## config.mk

```make
export PLATFORM = sky130hd
export DESIGN_NAME = button_debounce_sync
export DESIGN_NICKNAME = d
export VERILOG_FILES = /design/src/rtl/button_debounce_sync.sv
export SDC_FILE = /design/constraint.sdc
export NUM_CORES = 1
export LEC_CHECK = 0
export CAP_MARGIN = 10
export CORE_AREA = 2 2 39 41
export DETAILED_ROUTE_END_ITERATION = 16
export DIE_AREA = 0 0 41 43
export PLACE_DENSITY = 0.41
export SKIP_LAST_GASP = 1
export SYNTH_ARGS = -nofsm -noshare
export SYNTH_HDL_FRONTEND = slang
export SYNTH_SLANG_ARGS = --single-unit
```

## constraint.sdc

```tcl
create_clock -name clk -period 1.1 [get_ports clk]
set_input_delay 0.11 -clock clk [delete_from_list [all_inputs] [get_ports clk]]
set_output_delay 0.11 -clock clk [all_outputs]
set_load 0.005 [all_outputs]
```

## src/rtl/button_debounce_sync.sv

```systemverilog
// Push-button front end: 2-flop synchroniser, strict consecutive-sample debounce FSM,
// registered level plus press/release pulses. Optional long-press detection: BUTTON_DEBOUNCE_LONG_PRESS_EN.
module button_debounce_sync #(
    parameter int unsigned DEBOUNCE_CYCLES = 4,
    parameter int unsigned HOLD_CYCLES     = 1000
) (
    input  logic clk,
    input  logic reset_n,
    input  logic button_raw,
    output logic pressed,
    output logic press_pulse,
    output logic release_pulse,
    output logic long_press
);

    localparam int unsigned CNT_W = $clog2(DEBOUNCE_CYCLES);
    localparam logic [CNT_W-1:0] CNT_LAST = CNT_W'(DEBOUNCE_CYCLES - 1);

    typedef enum logic [1:0] {
        RELEASED,
        PRESS_PEND,
        PRESSED,
        RELEASE_PEND
    } state_t;

    state_t           state, state_nxt;
    logic [CNT_W-1:0] count, count_nxt;
    logic             sync_1, sync_2;
    logic             pressed_nxt, press_pulse_nxt, release_pulse_nxt;

    // Elaboration guard: the debounce counter needs at least two samples.
    if (DEBOUNCE_CYCLES < 2 || HOLD_CYCLES < 1) begin : g_param_check
        $error("button_debounce_sync: DEBOUNCE_CYCLES must be >= 2 and HOLD_CYCLES >= 1");
    end

    // Two-flop synchroniser; only sync_2 is consumed downstream.
    always_ff @(posedge clk) begin
        if (!reset_n) begin
            sync_1 <= 1'b0;
            sync_2 <= 1'b0;
        end else begin
            sync_1 <= button_raw;
            sync_2 <= sync_1;
        end
    end

    // State, counter and registered outputs.
    always_ff @(posedge clk) begin
        if (!reset_n) begin
            state         <= RELEASED;
            count         <= '0;
            pressed       <= 1'b0;
            press_pulse   <= 1'b0;
            release_pulse <= 1'b0;
        end else begin
            state         <= state_nxt;
            count         <= count_nxt;
            pressed       <= pressed_nxt;
            press_pulse   <= press_pulse_nxt;
            release_pulse <= release_pulse_nxt;
        end
    end

    // Next-state logic; any sample disagreeing with the pending level restarts qualification.
    always_comb begin
        state_nxt         = state;
        count_nxt         = count;
        press_pulse_nxt   = 1'b0;
        release_pulse_nxt = 1'b0;
        case (state)
            RELEASED: begin
                if (sync_2) begin
                    state_nxt = PRESS_PEND;
                    count_nxt = CNT_W'(1);
                end else begin
                    count_nxt = '0;
                end
            end
            PRESS_PEND: begin
                if (!sync_2) begin
                    state_nxt = RELEASED;
                    count_nxt = '0;
                end else if (count == CNT_LAST) begin
                    state_nxt       = PRESSED;
                    count_nxt       = '0;
                    press_pulse_nxt = 1'b1;
                end else begin
                    count_nxt = count + CNT_W'(1);
                end
            end
            PRESSED: begin
                if (!sync_2) begin
                    state_nxt = RELEASE_PEND;
                    count_nxt = CNT_W'(1);
                end else begin
                    count_nxt = '0;
                end
            end
            RELEASE_PEND: begin
                if (sync_2) begin
                    state_nxt = PRESSED;
                    count_nxt = '0;
                end else if (count == CNT_LAST) begin
                    state_nxt         = RELEASED;
                    count_nxt         = '0;
                    release_pulse_nxt = 1'b1;
                end else begin
                    count_nxt = count + CNT_W'(1);
                end
            end
            default: begin
                state_nxt = RELEASED;
                count_nxt = '0;
            end
        endcase
        pressed_nxt = (state_nxt == PRESSED) || (state_nxt == RELEASE_PEND);
    end

`ifdef BUTTON_DEBOUNCE_LONG_PRESS_EN
    localparam int unsigned HOLD_W = $clog2(HOLD_CYCLES + 1);
    localparam logic [HOLD_W-1:0] HOLD_MAX = HOLD_W'(HOLD_CYCLES);

    logic [HOLD_W-1:0] hold_cnt, hold_nxt;

    // Counts cycles spent pressed; cleared on the same edge that drops pressed.
    always_comb begin
        hold_nxt = hold_cnt;
        if (!pressed_nxt) begin
            hold_nxt = '0;
        end else if (pressed && (hold_cnt != HOLD_MAX)) begin
            hold_nxt = hold_cnt + HOLD_W'(1);
        end
    end

    always_ff @(posedge clk) begin
        if (!reset_n) begin
            hold_cnt   <= '0;
            long_press <= 1'b0;
        end else begin
            hold_cnt   <= hold_nxt;
            long_press <= (hold_nxt == HOLD_MAX);
        end
    end
`else
    assign long_press = 1'b0;
`endif

endmodule

```

---- Word level (Yosys, flattened, before mapping) ----
Cells that the tools add are included.
cells by class
  divide/modulo/power cells ............... 0
  reduce and logical (&&, ||, !) cells .... 4
  shift operators ......................... 0
  bitwise operators ....................... 2
  muxes and demuxes ....................... 14
  multiply operators ...................... 0
  add/subtract/negate cells ............... 1
  order comparisons ....................... 0
  eq/ne operators ......................... 6
operators by type and width
  cell                 number
  $mux 2               9
  $pmux 2 s4           2
  $eq 2x2->1 const B   5
  $mux 1               3
  $reduce_and 3->1     1
  $reduce_or 3->1      1
  $add 2x1->2 const B  1
  $eq 2x1->1 const B   1
  $logic_not 2->1      1
  $not 1->1            2
  $logic_or 1x1->1     1
word-level totals
  memory bits (read-only) ................. 0
  memory bits (writable) .................. 0
  memories kept ........................... 0
  logic and storage cells ................. 34
  bits in latches ......................... 0
  flip-flop bits (word level) ............. 9

---- Logic depth before layout (Yosys ltp) ----
  depth after elaboration ................. 6
  depth in mapped cells ................... 3
  gate-level depth less buffers ........... 3

---- Worst setup path after synthesis ----
Ideal clock, no wire load.
  path kind ............................... flip-flop to flip-flop
  from .................................... register count[0]
  to ...................................... register state[0]
  stages on the path, launching flop included .. 4
  data required time ...................... 1.041 ns
  data arrival time ....................... 0.853 ns
  buffers on the path ..................... 0
  path slack .............................. 0.188 ns
  path through ............................ dfxtp_1 > ha_1 > and2_1 > and3b_2
between the ends
  cells in the longest elaborated chain, start to end .. 4
  elaborated cells between the ends (all ways) .. 6
ends and longest elaborated chain
  element                    line     text
  start: declaration         27       logic [CNT_W-1:0] count, count_nxt;
  start signal: assignment   57       count <= count_nxt;
  $eq 2x2->1 *               83, 103
  $mux 2 (on tied branches)  103, 83
  $mux 2 (on tied branches)  100, 80
  $pmux 2 s4 *               70       case (state)
  end signal: assignment     56       state <= state_nxt;
  end: declaration           26       state_t state, state_nxt;
Mark *: on every way between the ends. The rest lies on a longest branch, timed or not.
A chain may end at the register's enable or synchronous reset.

---- Worst setup path after layout ----
Ends and elaborated chain as after synthesis.

==> reports/results.ini <==
[finish]
final_nets = 39
drive_gt1_frac = 0.182
final_cell_mix = dfxtp_1 (8), and2_1 (3), clkbuf_4 (3), dlygate4sd2_1 (3)
antenna_cells = 0
fill_cells = 163
mostFrequentLayoutCell = dfxtp_1
area_growth_syn_to_layout_pct = 32.1
final_cells = 49

[floorplan]
core_um2 = 1380
fp.dieH_um = 43
die_w_um = 41
rows = 14
dieArea_um2 = 1760
start_util = 0.200
io_pins = 7

[route]
drc = 0
viasPerCell = 4.24
drt_iter0_markers = 0
first_pass_iters = 1
wire_per_inst_um = 9.94
wirelength_um = 487
ant_nets = 0
vias = 208

[global_routing]
gr-usage-met1 = 0.0879
grt_pass1_vias = 198
grt_antenna_before_repair = 0
use_met3 = 0.0628
gr-max-usage-layer = met2
grt_max_degree = 9
grt_pass1_wl_um = 834
gr-usage-met2 = 0.0969
grt.overflow.total = 0
track_usage = 0.0766

[clock_tree]
cts_resized = 3
cts.sinks = 8
cts_tree = yes
insertion_delay_ns = 0.25
clockBufferDepth = 2
htreeDepth = 1
cts_setup_buffers = 0
cts-buffers-inserted = 3
cts-root-buf = clkbuf_4
clk_pin_slew_ns = 0.05
cts_hold_buf = 0

[timing]
hold_slack_ns = 0.430
period_share = 0.869
rsz0062_at_grt = false
period_minus_slack_ns = 0.956
setup_viol = 0
finalHoldViolations = 0
skew_ns = 0.00366
slew_viol_final = 0
max_freq_ghz = 1.05

[worst_hold_path]
hp-class = register to register

[logic_synthesis]
syn_nets = 29
syn_area_um2 = 277
syn_avg_cell_area_um2 = 11.1
synthDistinctLibCells = 14
ys_warn_count = 0
synth_seq_cells = 8
syn-instance-count = 25
synth_seq_area_share = 0.579

[setup_path]
crit_path_end_kind = register
path_class = register to register
cp_max_fo = 3
cp_data_required_time_ns = 1.29
cp-start-kind = register
crit_arrival_ns = 1.15

[flow_run]
drv_cap = 0

[pwr]
powerDensity_nw_per_um2 = 1460
peakVddDrop_uv = 593
cellLeakagePower_nw = 0.167
total_power_mw = 0.534

[placement]
place_congestion = 0.625
dp_cells = 46
place.port_buffers = 5

[status]
status = finished, final reports clean

## Yosys cell counts (all sizes together)
library cell	n	area share
o21ai	1	0.018
nor3b	2	0.054
nand2	2	0.027
and4	1	0.032
dfxtp	8	0.58
buf	1	0.027
ha	1	0.045
and3b	1	0.036
and2	3	0.068
and3	1	0.027
conb	1	0.014
xor2	1	0.032
nand3	1	0.018
nand4	1	0.023
## critical path, cell delays in order, from the launching register on
cell and delay (ns):
dfxtp_1 0.31, ha_1 0.22, and2_1 0.17, and3b_2 0.21
## cell families after synthesis
kind of cell / synth area share
and+or+nand+nor: 0.285
DFF: 0.579
buffers and inverters: 0.0272
other: 0.0136
AOI/OAI and AO/OA: 0.0181
xor gates and xnor gates: 0.0317
adders and majority gates: 0.0452
## metrics by stage
| step | setup TNS (ns) | util | setup slack (ns) | cell area, µm² |
|---|---|---|---|---|
| floorplan | 0 | - | 0.188 | 277 |
| CTS | 0 | 0.264 | 0.118 | 365 |
| detailed placement | -0.111 | 0.250 | -0.0726 | 347 |
| global route | 0 | 0.264 | 0.0360 | 365 |
| finish | 0 | 0.264 | 0.144 | 365 |
| global placement | 0 | 0.250 | 0.0131 | 347 |
## power by group
group | internal [mW] | switching [mW]
Clock | 0.124 | 0.0936
Combinational | 0.0103 | 0.00683
Sequential | 0.296 | 0.00351
Total | 0.430 | 0.104
## flip-flops by register name (all words and copies together), names as in the netlist
register / count
count: 2
pressed: 1
sync_2: 1
sync_1: 1
release_pulse: 1
press_pulse: 1
state: 1
## layer usage
metal	share of wire	up-vias
li1	-	100
met1	0.45	99
met2	0.47	7
met3	0.064	2
met4	0.016	0
met5	0	-
## path summary, 6_finish.rpt
check | startpoint | end | cells past startpoint | slack, ns
setup / recovery | count[0] | state[0] | 3 | 0.14
hold / removal | sync_1 | sync_2 | 1 | 0.43
setup reg to reg | count[0] | state[0] | 3 | 0.14
hold reg to reg | sync_1 | sync_2 | 1 | 0.43
## area by class of cell
type	instances	area (µm²)	area share
Multi-Input combinational cell	16	109	0.298
Clock buffer	3	22.5	0.0616
Tap cell	16	20.0	0.0548
Timing Repair Buffer	6	53.8	0.147
Sequential cell	8	160	0.438
Power figures use the tool's default switching activity.
